## src/rtl/core_mem_arbiter_pkg.sv

```systemverilog
// rtl/core_mem_arbiter_pkg.sv - shared types and constants for the data/fetch memory arbiter
package core_mem_arbiter_pkg;

  typedef enum logic [1:0] {
    IDLE   = 2'd0,
    BUSY_D = 2'd1,
    BUSY_I = 2'd2,
    RESP   = 2'd3
  } arb_state_e;

  typedef enum logic {
    GNT_D = 1'b0,
    GNT_I = 1'b1
  } arb_gnt_e;

  // Read data returned to the requester when the memory never answers.
  localparam logic [31:0] ARB_ERR_DATA = 32'hDEAD_BEEF;

endpackage

```

## src/rtl/arb_timeout_cnt.sv

```systemverilog
// rtl/arb_timeout_cnt.sv - per-transaction wait counter that flags expiry after TIMEOUT busy cycles
module arb_timeout_cnt #(
  parameter int TIMEOUT = 255
) (
  input  logic clk_i,
  input  logic rst_i,
  input  logic load_i,
  input  logic en_i,
  output logic expire_o
);

  localparam int CW = (TIMEOUT > 1) ? $clog2(TIMEOUT) : 1;

  logic [CW-1:0] cnt;

  // Expiry is the TIMEOUT-th busy cycle, so the count stops one short of TIMEOUT.
  assign expire_o = en_i && (cnt == CW'(TIMEOUT - 1));

  always_ff @(posedge clk_i or posedge rst_i) begin
    if (rst_i) begin
      cnt <= '0;
    end else if (load_i) begin
      cnt <= '0;
    end else if (en_i && !expire_o) begin
      cnt <= cnt + CW'(1);
    end
  end

endmodule

```

## src/rtl/core_mem_arbiter.sv

```systemverilog
// rtl/core_mem_arbiter.sv - shares one memory port between data and fetch requesters with timeout
// Optional fetch starvation guard enabled by defining ARB_STARVE_GUARD_EN.
module core_mem_arbiter
  import core_mem_arbiter_pkg::*;
#(
  parameter int AW         = 32,
  parameter int DW         = 32,
  parameter int TIMEOUT    = 255,
  parameter int STARVE_MAX = 4
) (
  input  logic          clk_i,
  input  logic          rst_i,
  input  logic          d_req_i,
  input  logic          d_we_i,
  input  logic [AW-1:0] d_addr_i,
  input  logic [DW-1:0] d_wdata_i,
  output logic [DW-1:0] d_rdata_o,
  output logic          d_ready_o,
  input  logic          i_req_i,
  input  logic [AW-1:0] i_addr_i,
  output logic [DW-1:0] i_rdata_o,
  output logic          i_ready_o,
  output logic          mem_req_o,
  output logic          mem_we_o,
  output logic [AW-1:0] mem_addr_o,
  output logic [DW-1:0] mem_wdata_o,
  input  logic [DW-1:0] mem_rdata_i,
  input  logic          mem_ready_i,
  output logic          hold_o,
  output logic          err_o
);

  if (STARVE_MAX < 1) begin : g_starve_max_check
    $error("STARVE_MAX must be at least 1");
  end

  arb_state_e    state, state_nxt;
  arb_gnt_e      gnt_q, gnt_nxt;
  logic          we_q;
  logic [AW-1:0] addr_q;
  logic [DW-1:0] wdata_q;
  logic [DW-1:0] d_rdata_q;
  logic [DW-1:0] i_rdata_q;
  logic          err_q;
  logic          grant_d;
  logic          grant_i;
  logic          busy;
  logic          to_expire;
  logic          done;
  logic          starve_force;
  logic [DW-1:0] resp_data;

  assign busy      = (state == BUSY_D) || (state == BUSY_I);
  assign done      = busy && (mem_ready_i || to_expire);
  assign resp_data = mem_ready_i ? mem_rdata_i : DW'(ARB_ERR_DATA);

  if (TIMEOUT != 0) begin : g_timeout
    arb_timeout_cnt #(
      .TIMEOUT (TIMEOUT)
    ) u_timeout (
      .clk_i    (clk_i),
      .rst_i    (rst_i),
      .load_i   (grant_d || grant_i),
      .en_i     (busy),
      .expire_o (to_expire)
    );
  end else begin : g_no_timeout
    assign to_expire = 1'b0;
  end

`ifdef ARB_STARVE_GUARD_EN
  localparam int SW = $clog2(STARVE_MAX + 1);

  logic [SW-1:0] starve_cnt;

  assign starve_force = (state == IDLE) && d_req_i && i_req_i &&
                        (starve_cnt == SW'(STARVE_MAX));

  // Saturation is never needed: at STARVE_MAX with fetch pending, fetch wins.
  always_ff @(posedge clk_i or posedge rst_i) begin
    if (rst_i) begin
      starve_cnt <= '0;
    end else if (grant_i) begin
      starve_cnt <= '0;
    end else if (grant_d) begin
      starve_cnt <= i_req_i ? starve_cnt + SW'(1) : '0;
    end
  end
`else
  assign starve_force = 1'b0;
`endif

  always_comb begin
    state_nxt = state;
    gnt_nxt   = gnt_q;
    grant_d   = 1'b0;
    grant_i   = 1'b0;
    case (state)
      IDLE: begin
        if (d_req_i && !starve_force) begin
          grant_d   = 1'b1;
          gnt_nxt   = GNT_D;
          state_nxt = BUSY_D;
        end else if (i_req_i) begin
          grant_i   = 1'b1;
          gnt_nxt   = GNT_I;
          state_nxt = BUSY_I;
        end
      end
      BUSY_D, BUSY_I: begin
        if (mem_ready_i || to_expire) begin
          state_nxt = RESP;
        end
      end
      RESP:    state_nxt = IDLE;
      default: state_nxt = IDLE;
    endcase
  end

  always_ff @(posedge clk_i or posedge rst_i) begin
    if (rst_i) begin
      state     <= IDLE;
      gnt_q     <= GNT_D;
      we_q      <= 1'b0;
      addr_q    <= '0;
      wdata_q   <= '0;
      d_rdata_q <= '0;
      i_rdata_q <= '0;
      err_q     <= 1'b0;
    end else begin
      state <= state_nxt;
      gnt_q <= gnt_nxt;
      if (grant_d) begin
        we_q    <= d_we_i;
        addr_q  <= d_addr_i;
        wdata_q <= d_wdata_i;
      end else if (grant_i) begin
        we_q    <= 1'b0;
        addr_q  <= i_addr_i;
        wdata_q <= '0;
      end
      // A real completion in the expiry cycle takes precedence over the error.
      if (done) begin
        err_q <= !mem_ready_i;
        if (gnt_q == GNT_D) begin
          d_rdata_q <= resp_data;
        end else begin
          i_rdata_q <= resp_data;
        end
      end
    end
  end

  assign mem_req_o   = busy;
  assign mem_we_o    = busy && we_q;
  assign mem_addr_o  = addr_q;
  assign mem_wdata_o = wdata_q;

  assign d_rdata_o = d_rdata_q;
  assign i_rdata_o = i_rdata_q;
  assign d_ready_o = (state == RESP) && (gnt_q == GNT_D);
  assign i_ready_o = (state == RESP) && (gnt_q == GNT_I);
  assign err_o     = (state == RESP) && err_q;

  assign hold_o = !rst_i && d_req_i && !((state == RESP) && (gnt_q == GNT_D));

endmodule

```

## config.mk

```make
export PLATFORM = sky130hd
export DESIGN_NAME = core_mem_arbiter
export DESIGN_NICKNAME = d
export VERILOG_FILES = /design/src/rtl/core_mem_arbiter_pkg.sv /design/src/rtl/arb_timeout_cnt.sv /design/src/rtl/core_mem_arbiter.sv
export SDC_FILE = /design/constraint.sdc
export NUM_CORES = 1
export LEC_CHECK = 0
export BUFFER_PORTS_ARGS = -buffer_cell sky130_fd_sc_hd__buf_2
export CAP_MARGIN = 5
export CELL_PAD_IN_SITES_DETAIL_PLACEMENT = 2
export CELL_PAD_IN_SITES_GLOBAL_PLACEMENT = 2
export CORE_AREA = 3 3 147 149
export DETAILED_ROUTE_END_ITERATION = 12
export DIE_AREA = 0 0 150 152
export PLACE_DENSITY = 0.84
export SLEW_MARGIN = 20
export SYNTH_ARGS = -nofsm -noshare
export SYNTH_HDL_FRONTEND = slang
export SYNTH_SLANG_ARGS = --single-unit
```

## constraint.sdc

```tcl
create_clock -name clk_i -period 6.49 [get_ports clk_i]
set_input_delay 1.298 -clock clk_i [delete_from_list [all_inputs] [get_ports clk_i]]
set_output_delay 1.298 -clock clk_i [all_outputs]
set_load 0.02 [all_outputs]
```

==> results of run 1 <==
kinds of logic after synthesis:
family          share of synthesized area [%]
compound gates                          21.59
mux                                    0.1765
xor+xnor                               0.4633
fa+ha+maj                              0.8823
simple gates                            10.76
flops                                   62.20
buf+inv                                 3.926
synthesized netlist by cell type, types with 2 or more instances:
| cell type | n | area share [%] |
|---|---|---|
| a21oi_1 | 8 | 0.71 |
| a22o_1 | 49 | 7.6 |
| a31oi_1 | 35 | 3.9 |
| and2_1 | 6 | 0.66 |
| and3_1 | 3 | 0.33 |
| buf_2 | 7 | 0.62 |
| buf_6 | 3 | 0.60 |
| buf_8 | 2 | 0.53 |
| clkbuf_1 | 25 | 1.7 |
| dfrtp_1 | 141 | 62 |
| ha_1 | 4 | 0.88 |
| inv_1 | 6 | 0.40 |
| nand2_1 | 71 | 4.7 |
| nand3_1 | 3 | 0.26 |
| nand3b_1 | 2 | 0.26 |
| nor2_1 | 40 | 2.6 |
| nor2b_1 | 2 | 0.22 |
| nor3_1 | 2 | 0.18 |
| o211ai_1 | 2 | 0.26 |
| o21a_1 | 2 | 0.26 |
| o21ai_0 | 4 | 0.35 |
| o22a_1 | 25 | 3.9 |
| o22a_2 | 21 | 3.7 |
| or2_2 | 2 | 0.22 |
| xor2_1 | 2 | 0.31 |
flip-flops by register name (all words and copies together), names as in the netlist:
signal	flops
i_rdata_o	32
we_q	1
gnt_q	1
mem_wdata_o	32
err_q	1
g_timeout.u_timeout.cnt	8
state	2
d_rdata_o	32
mem_addr_o	32
worst min path at each step:
stage                             start       endpoint  slack, ps  cells after the start
after CTS                  i_rdata_o[9]   i_rdata_o[9]        490                      1
final                     d_rdata_o[28]  d_rdata_o[28]        480                      1
after detailed placement  d_rdata_o[28]  d_rdata_o[28]        480                      1
after global placement     d_rdata_o[0]   d_rdata_o[0]        460                      1
after global routing      i_rdata_o[23]  i_rdata_o[23]        510                      1
after floorplan                    we_q           we_q        460                      1
power by group through the flow:
stage	combinational, mW	sequential, mW	clock (mW)
floorplan	0.862	1.97	0
detailed placement	2.01	1.54	0
CTS	2.02	1.53	1.14
finish	1.97	1.53	1.10
global placement	1.94	1.52	0
global route	2.16	1.59	1.18
through the flow:
stage                     area, um^2  total power [mW]
after floorplan                 5673             2.830
after global placement          7196             3.460
after detailed placement        7196             3.542
after CTS                       7856             4.683
after global routing            7859             4.921
final                           7859             4.605
cell type report:
type	count	area [um^2]	share of cell area, %
flip-flops and latches	141	3528	44.90
multi-input cells	298	1928	24.53
repair buffers	272	1374	17.48
clock buffers	18	429.2	5.461
well taps	270	337.8	4.299
clock inverters	14	231.5	2.945
inverters	6	27.53	0.3503
diodes	1	2.502	0.03184
per-layer routing:
| metal | share of wire, % | global-route usage, % | wire (um) |
|---|---|---|---|
| met5 | 0 | 0 | 0 |
| met4 | 2.4 | 6.057 | 452 |
| met1 | 42 | 20.54 | 7908 |
| met3 | 7.7 | 5.451 | 1471 |
| met2 | 48 | 27.75 | 9215 |
cell usage in the layout, fill, tap and decap left out, types with 2 or more instances in the layout:
cell	count
buf_2	267
dfrtp_1	141
nand2_1	71
a22o_1	49
nor2_1	40
a31oi_1	35
o22a_1	25
o22a_2	21
clkbuf_16	17
a21oi_1	8
inv_1	5
and2_1	5
inv_6	5
bufinv_16	5
buf_4	5
o21ai_0	4
ha_1	4
and3_1	3
nand3_1	3
or2_2	2
nor2b_1	2
and2_2	2
nor3_1	2
nand3b_1	2
o211ai_1	2
xor2_1	2
clkinvlp_4	2
inv_8	2
worst max-delay path, stage by stage (launching register included):
cell and delay, ps:
dfrtp_1 420, inv_1 100, ha_1 740, and2_1 220, buf_2 170
==> impl_metrics.env, run 1 <==
export IMPL_status="completed"
export IMPL_cts_tree="built"
export IMPL_insertion_delay_ps=420
export IMPL_max_freq_ghz=0.2972
export IMPL_fin_skew_ps=9.302
export IMPL_synthesis_area_um2=5673
export IMPL_grt_pass1_vias=5464
export IMPL_crit_path_end="mem_we_o"
export IMPL_track_usage_pct=16.81
export IMPL_nFillCells=2206
export IMPL_place_ws_ps=3285
export IMPL_rsz0062_at_grt="false"
export IMPL_power_switching_mw=1.904
export IMPL_yosysSeqAreaShare_pct=62.20
export IMPL_routed_via_count=4954
export IMPL_whs_ps=484.9
export IMPL_netSwitchingFraction_pct=41.34
export IMPL_min_period_ps=3365
export IMPL_syn_num_nets=621
export IMPL_io_pin_count=268
export IMPL_h_tree_depth=4
export IMPL_post_cts_buffers=0
export IMPL_rr_worst_depth=4
export IMPL_via_per_inst=4.857
export IMPL_postCtsHoldBufs=0
export IMPL_ys_warn_count=0
export IMPL_cts_root_buf="clkbuf_16"
export IMPL_setup_ws_ps=3125
export IMPL_rows=52
export IMPL_cp_data_required_time_ps=5190
export IMPL_gp_congestion=0.7316
export IMPL_cap_viol_max_count=0
export IMPL_grt_max_degree=86
export IMPL_r2r_end="i_rdata_o[16]"
export IMPL_fin_cells=1020
export IMPL_io_buffers=267
export IMPL_tightest_slew_ps=972.0
export IMPL_start_kind="flop"
export IMPL_cts_buffer_depth=2
export IMPL_place_hpwl_mm=13.46
export IMPL_cts_sinks=141
export IMPL_crit_start="state[0]"
export IMPL_rrSetupSlack_ps=3710
export IMPL_postRouteAntennaNets=0
export IMPL_vdd_ir_drop_max_mv=0.1908
export IMPL_dieArea_um2=22800
export IMPL_finalSetupViolations=0
export IMPL_fin_setup_tns_ps=0
export IMPL_end_kind="output port"
export IMPL_clkTransAtPathRegs_ps=60
export IMPL_hold_class="flop to flop"
export IMPL_slew_viol_final=0
export IMPL_initial_core_util_pct=27.95
export IMPL_ys_ff_latch=141
export IMPL_max_slew_margin_pct=35.02
export IMPL_die_y_um=152
export IMPL_intPower_mw=2.701
export IMPL_cp_max_fo=22
export IMPL_cts_resized=0
export IMPL_synth_avg_cell_area_um2=11.75
export IMPL_synth_main_ff_cell="dfrtp_1"
export IMPL_core_um2=20300
export IMPL_fin_nets=874
export IMPL_first_iter_violations=164
export IMPL_finalCritPeriodShare_pct=51.85
export IMPL_placed_cells=987
export IMPL_firstDrtPassIters=4
export IMPL_wl_per_cell_um=18.67
export IMPL_cp_arrival_ps=2070
export IMPL_drive_gt1_share_pct=44.73
export IMPL_grt_pass1_wl_mm=30.50
export IMPL_hold_viol_final=0
export IMPL_crit_type="flop to output port"
export IMPL_combPwrFrac_pct=42.9
export IMPL_syn2layout_area_growth_pct=38.53
export IMPL_die_w_um=150
export IMPL_numCtsBuffers=17
export IMPL_r2r_start="state[0]"
export IMPL_leakage_nw=3.831
export IMPL_netlist_instances=483
export IMPL_routed_wl_mm=19.05
export IMPL_synth_async_reset_ratio_pct=100.0
export IMPL_final_util_pct=38.71
export IMPL_power_density_nw_per_um2=586.0
export IMPL_drcViolationCount=0
export IMPL_grt_ovfl_total=0
export IMPL_clock_power_share_pct=23.9
export IMPL_yosys_cell_types_count=41
export IMPL_synth_edf_count=0
export IMPL_antenna_found_initial=1
export IMPL_seq_power_share_pct=33.2
Power figures use the tool's default switching activity.
==> run 2, diff against run 1 <==
==> constraint.sdc (replaced) <==
create_clock -name clk_i -period 3.2 [get_ports clk_i]
set_input_delay 0.64 -clock clk_i [delete_from_list [all_inputs] [get_ports clk_i]]
set_output_delay 0.64 -clock clk_i [all_outputs]
set_load 0.02 [all_outputs]
==> impl_metrics.env, run 2 (synthesized netlist as in run 1, its figures left out) <==
export IMPL_status="completed"
export IMPL_io_buffers=267
export IMPL_clkTransAtPathRegs_ps=60
export IMPL_cts_root_buf="clkbuf_16"
export IMPL_h_tree_depth=4
export IMPL_track_usage_pct=17.29
export IMPL_cts_sinks=141
export IMPL_finalPower_mw=9.196
export IMPL_dieArea_um2=22800
export IMPL_r2r_start="state[1]"
export IMPL_start_kind="flop"
export IMPL_grt_max_degree=74
export IMPL_layout_common_cells="buf_2, dfrtp_1, nand2_1"
export IMPL_drive_gt1_share_pct=45.23
export IMPL_min_period_ps=2624
export IMPL_netSwitchingFraction_pct=42.09
export IMPL_hold_viol_final=0
export IMPL_seq_power_share_pct=33.8
export IMPL_cts_tree="built"
export IMPL_vdd_ir_drop_max_mv=0.3514
export IMPL_finalSetupViolations=0
export IMPL_cp_max_fo=22
export IMPL_drcViolationCount=0
export IMPL_syn2layout_area_growth_pct=38.86
export IMPL_postCtsHoldBufs=0
export IMPL_cts_buffer_depth=2
export IMPL_rr_worst_depth=6
export IMPL_intPower_mw=5.326
export IMPL_rows=52
export IMPL_max_slew_margin_pct=56.25
export IMPL_place_hpwl_mm=14.14
export IMPL_r2r_end="d_rdata_o[15]"
export IMPL_firstDrtPassIters=4
export IMPL_cp_data_required_time_ps=2560
export IMPL_fin_skew_ps=11.91
export IMPL_initial_core_util_pct=27.95
export IMPL_power_switching_mw=3.870
export IMPL_grt_pass1_vias=5488
export IMPL_antenna_cells=0
export IMPL_cp_arrival_ps=1980
export IMPL_fin_cells=1024
export IMPL_end_kind="output port"
export IMPL_core_um2=20300
export IMPL_grt_ovfl_total=0
export IMPL_tightest_slew_ps=656.3
export IMPL_crit_type="flop to output port"
export IMPL_combPwrFrac_pct=44.2
export IMPL_cts_resized=0
export IMPL_fin_setup_tns_ps=0
export IMPL_power_density_nw_per_um2=1167
export IMPL_die_w_um=150
export IMPL_routed_via_count=4926
export IMPL_final_common_cell="buf_2"
export IMPL_gp_congestion=0.7123
export IMPL_fin_nets=879
export IMPL_wl_per_cell_um=19.13
export IMPL_postRouteAntennaNets=0
export IMPL_antenna_found_initial=0
export IMPL_rsz0062_at_grt="false"
export IMPL_post_cts_buffers=0
export IMPL_hold_class="input port to asynchronous set/reset pin"
export IMPL_placed_cells=992
export IMPL_via_per_inst=4.811
export IMPL_first_iter_violations=124
export IMPL_routed_wl_mm=19.59
export IMPL_leakage_nw=3.847
export IMPL_crit_start="state[1]"
export IMPL_finalCritPeriodShare_pct=82.01
export IMPL_max_freq_ghz=0.3810
export IMPL_insertion_delay_ps=410
export IMPL_die_y_um=152
export IMPL_clock_power_share_pct=22.0
export IMPL_io_pin_count=268
export IMPL_whs_ps=213.8
export IMPL_grt_pass1_wl_mm=31.42
export IMPL_cap_viol_max_count=0
export IMPL_rrSetupSlack_ps=870
export IMPL_numCtsBuffers=17
export IMPL_slew_viol_final=0
## run 2: cell count changes in the layout (fill, tap and decap cells not counted), sizes merged
cell / previous run / this run
buf: 272 / 277
bufinv: 5 / 2
clkbuf: 18 / 19
clkinv: 1 / 7
clkinvlp: 2 / 1
diode: 1 / 0
inv: 12 / 9
## run 2: final cells by class
| class | instances | area (um^2) |
|---|---|---|
| inverter | 6 | 26.28 |
| multi-input combinational | 298 | 1928 |
| clock inverter | 13 | 155.1 |
| clock buffer | 19 | 452.9 |
| tap | 270 | 337.8 |
| sequential | 141 | 3528 |
| fill | 2238 | 12420 |
| timing repair buffer | 277 | 1449 |
## run 2: power groups by stage
stage	Sequential, mW	Combinational, mW	Clock [mW]
after global routing	3.24	4.44	2.16
after CTS	3.12	4.16	2.08
final	3.11	4.07	2.02
after detailed placement	3.13	4.13	0
after global placement	3.09	3.97	0
after floorplan	3.99	1.75	0
## run 2: metrics by stage
| step | utilization, % | cell area (um^2) | worst slack, ps |
|---|---|---|---|
| after floorplan | - | 5677 | 796.9 |
| after global placement | 35.81 | 7269 | 1087 |
| after detailed placement | 35.81 | 7269 | 974.4 |
| after CTS | 38.81 | 7878 | 556.4 |
| after global routing | 38.81 | 7878 | 440.6 |
| final | 38.81 | 7878 | 575.6 |
## run 2: worst max-delay path by stage
stage / to / depth (start not counted)
after floorplan: d_rdata_o[0] / 1
after global placement: mem_we_o / 4
after detailed placement: d_rdata_o[15] / 5
after CTS: mem_we_o / 4
after global routing: mem_we_o / 4
final: mem_we_o / 4
## run 2: worst max-delay path, cell delays in order (launching register included)
cell	delay [ps]
dfrtp_1	410
inv_1	60
ha_1	710
and2_1	220
buf_2	180
## run 2: layer usage
metal	routed length (um)	part of all wire [%]	GRT usage, %	up-vias
li1	-	-	-	2262
met1	8083	41	21.40	2461
met2	9892	51	29.66	181
met5	0	0	0	-
met3	1290	6.6	4.468	22
met4	318	1.6	5.011	0
==> run 3, diff against run 2 <==
==> constraint.sdc (replaced) <==
create_clock -name clk_i -period 2.5 [get_ports clk_i]
set_input_delay 0.5 -clock clk_i [delete_from_list [all_inputs] [get_ports clk_i]]
set_output_delay 0.5 -clock clk_i [all_outputs]
set_load 0.02 [all_outputs]
==> impl_metrics.env, run 3 (synthesized netlist as in run 1, its figures left out) <==
export IMPL_final_common_cell="buf_2"
export IMPL_layout_common_cells="buf_2, dfrtp_1, nand2_1"
export IMPL_rows=52
export IMPL_slew_viol_final=0
export IMPL_fin_nets=880
export IMPL_antenna_found_initial=0
export IMPL_h_tree_depth=4
export IMPL_routed_via_count=4978
export IMPL_grt_pass1_wl_mm=30.79
export IMPL_max_slew_margin_pct=53.74
export IMPL_crit_type="flop to output port"
export IMPL_die_w_um=150
export IMPL_hold_viol_final=0
export IMPL_cts_resized=0
export IMPL_numCtsBuffers=17
export IMPL_min_period_ps=2244
export IMPL_cpMaxStageDelayCell="dfrtp_1"
export IMPL_die_y_um=152
export IMPL_critical_path_top_delay_family="buffers and inverters"
export IMPL_grt_max_degree=71
export IMPL_cp_max_fo=13
export IMPL_rsz0062_at_grt="false"
export IMPL_io_buffers=267
export IMPL_power_density_nw_per_um2=1491
export IMPL_cp_data_required_time_ps=2000
export IMPL_cp_buffers_inverters=3
export IMPL_initial_core_util_pct=27.95
export IMPL_cp_arrival_ps=1740
export IMPL_vdd_ir_drop_max_mv=0.4706
export IMPL_cts_buffer_depth=2
export IMPL_status="completed"
export IMPL_fin_setup_tns_ps=0
export IMPL_postRouteAntennaNets=0
export IMPL_path_cells="inv_1 -> ha_4 -> buf_4 -> and2_1 -> buf_2"
export IMPL_place_hpwl_mm=13.90
export IMPL_gp_congestion=0.7605
export IMPL_max_freq_ghz=0.4456
export IMPL_hold_class="input port to asynchronous set/reset pin"
export IMPL_cts_root_buf="clkbuf_16"
export IMPL_fin_skew_ps=9.535
export IMPL_syn2layout_area_growth_pct=38.58
export IMPL_drive_gt1_share_pct=45.30
export IMPL_antenna_cells=0
export IMPL_final_util_pct=38.73
export IMPL_tightest_slew_ps=693.9
export IMPL_grt_pass1_vias=5505
export IMPL_cap_viol_max_count=0
export IMPL_post_cts_buffers=0
export IMPL_via_per_inst=4.857
export IMPL_cp_slowest_stage_delay_ps=400
export IMPL_routed_wl_mm=19.30
export IMPL_grt_ovfl_total=0
export IMPL_cts_tree="built"
export IMPL_postCtsHoldBufs=0
export IMPL_end_kind="output port"
export IMPL_insertion_delay_ps=410
export IMPL_cts_sinks=141
export IMPL_finalCritPeriodShare_pct=89.77
export IMPL_first_iter_violations=154
export IMPL_wl_per_cell_um=18.83
export IMPL_firstDrtPassIters=4
export IMPL_finalSetupViolations=0
export IMPL_dieArea_um2=22800
export IMPL_start_kind="flop"
export IMPL_clkTransAtPathRegs_ps=70
export IMPL_core_um2=20300
export IMPL_leakage_nw=3.822
export IMPL_io_pin_count=268
export IMPL_drcViolationCount=0
export IMPL_track_usage_pct=16.87
run 3: cell types whose count changed in the layout (fill, tap and decap cells not counted), sizes merged:
cell	before	now
inv	9	11
bufinv	2	1
buf	277	278
clkinv	7	2
clkinvlp	1	5
run 3: layout make-up:
| cell class | count | area (um^2) |
|---|---|---|
| fillers | 2205 | 12440 |
| flip-flops and latches | 141 | 3528 |
| multi-input cells | 298 | 1941 |
| repair buffers | 278 | 1456 |
| clock buffers | 19 | 442.9 |
| well taps | 270 | 337.8 |
| clock inverters | 13 | 128.9 |
| inverters | 6 | 26.28 |
run 3: worst paths after layout:
kind                                             from             end  slack [ps]  depth (start not counted)
max                                          state[0]        mem_we_o         260                          5
min in group clk_i                       d_wdata_i[4]  mem_wdata_o[4]         310                          2
min reg2reg                              i_rdata_o[5]    i_rdata_o[5]         480                          1
max in group asynchronous                       rst_i  mem_addr_o[11]        1670                          3
min                                             rst_i   i_rdata_o[30]         280                          3
max reg2reg                g_timeout.u_timeout.cnt[0]   i_rdata_o[21]         520                          7
run 3: where the power goes:
part	switching (mW)	internal [mW]	leakage, nW	total [mW]
logic	3.29	1.99	1.89	5.28
clock network	1.05	1.42	0.269	2.47
registers	0.627	3.34	1.66	3.97
run 3: per-stage QoR:
step	total power, mW	setup slack, ps	cells	hold WS (ps)	area [um^2]
6_report	11.72	255.8	1025	276.4	7861
5_1_grt	12.52	118.1	1025	290.4	7861
4_1_cts	11.88	14.60	1025	285.2	7849
3_5_place_dp	9.312	511.6	993	474.9	7277
3_3_place_gp	9.067	575.5	993	466.2	7277
2_1_floorplan	7.347	236.9	483	458.3	5677
run 3: per-layer routing:
layer	GRT usage [%]	wire, um
met5	0	0
met4	5.577	361
met3	4.111	1252
met2	28.48	9536
met1	21.13	8149
run 3: tightest hold or removal path, cell delays in order:
cell        delay (ps)
buf_2              130
clkinvlp_4          80
buf_4              430
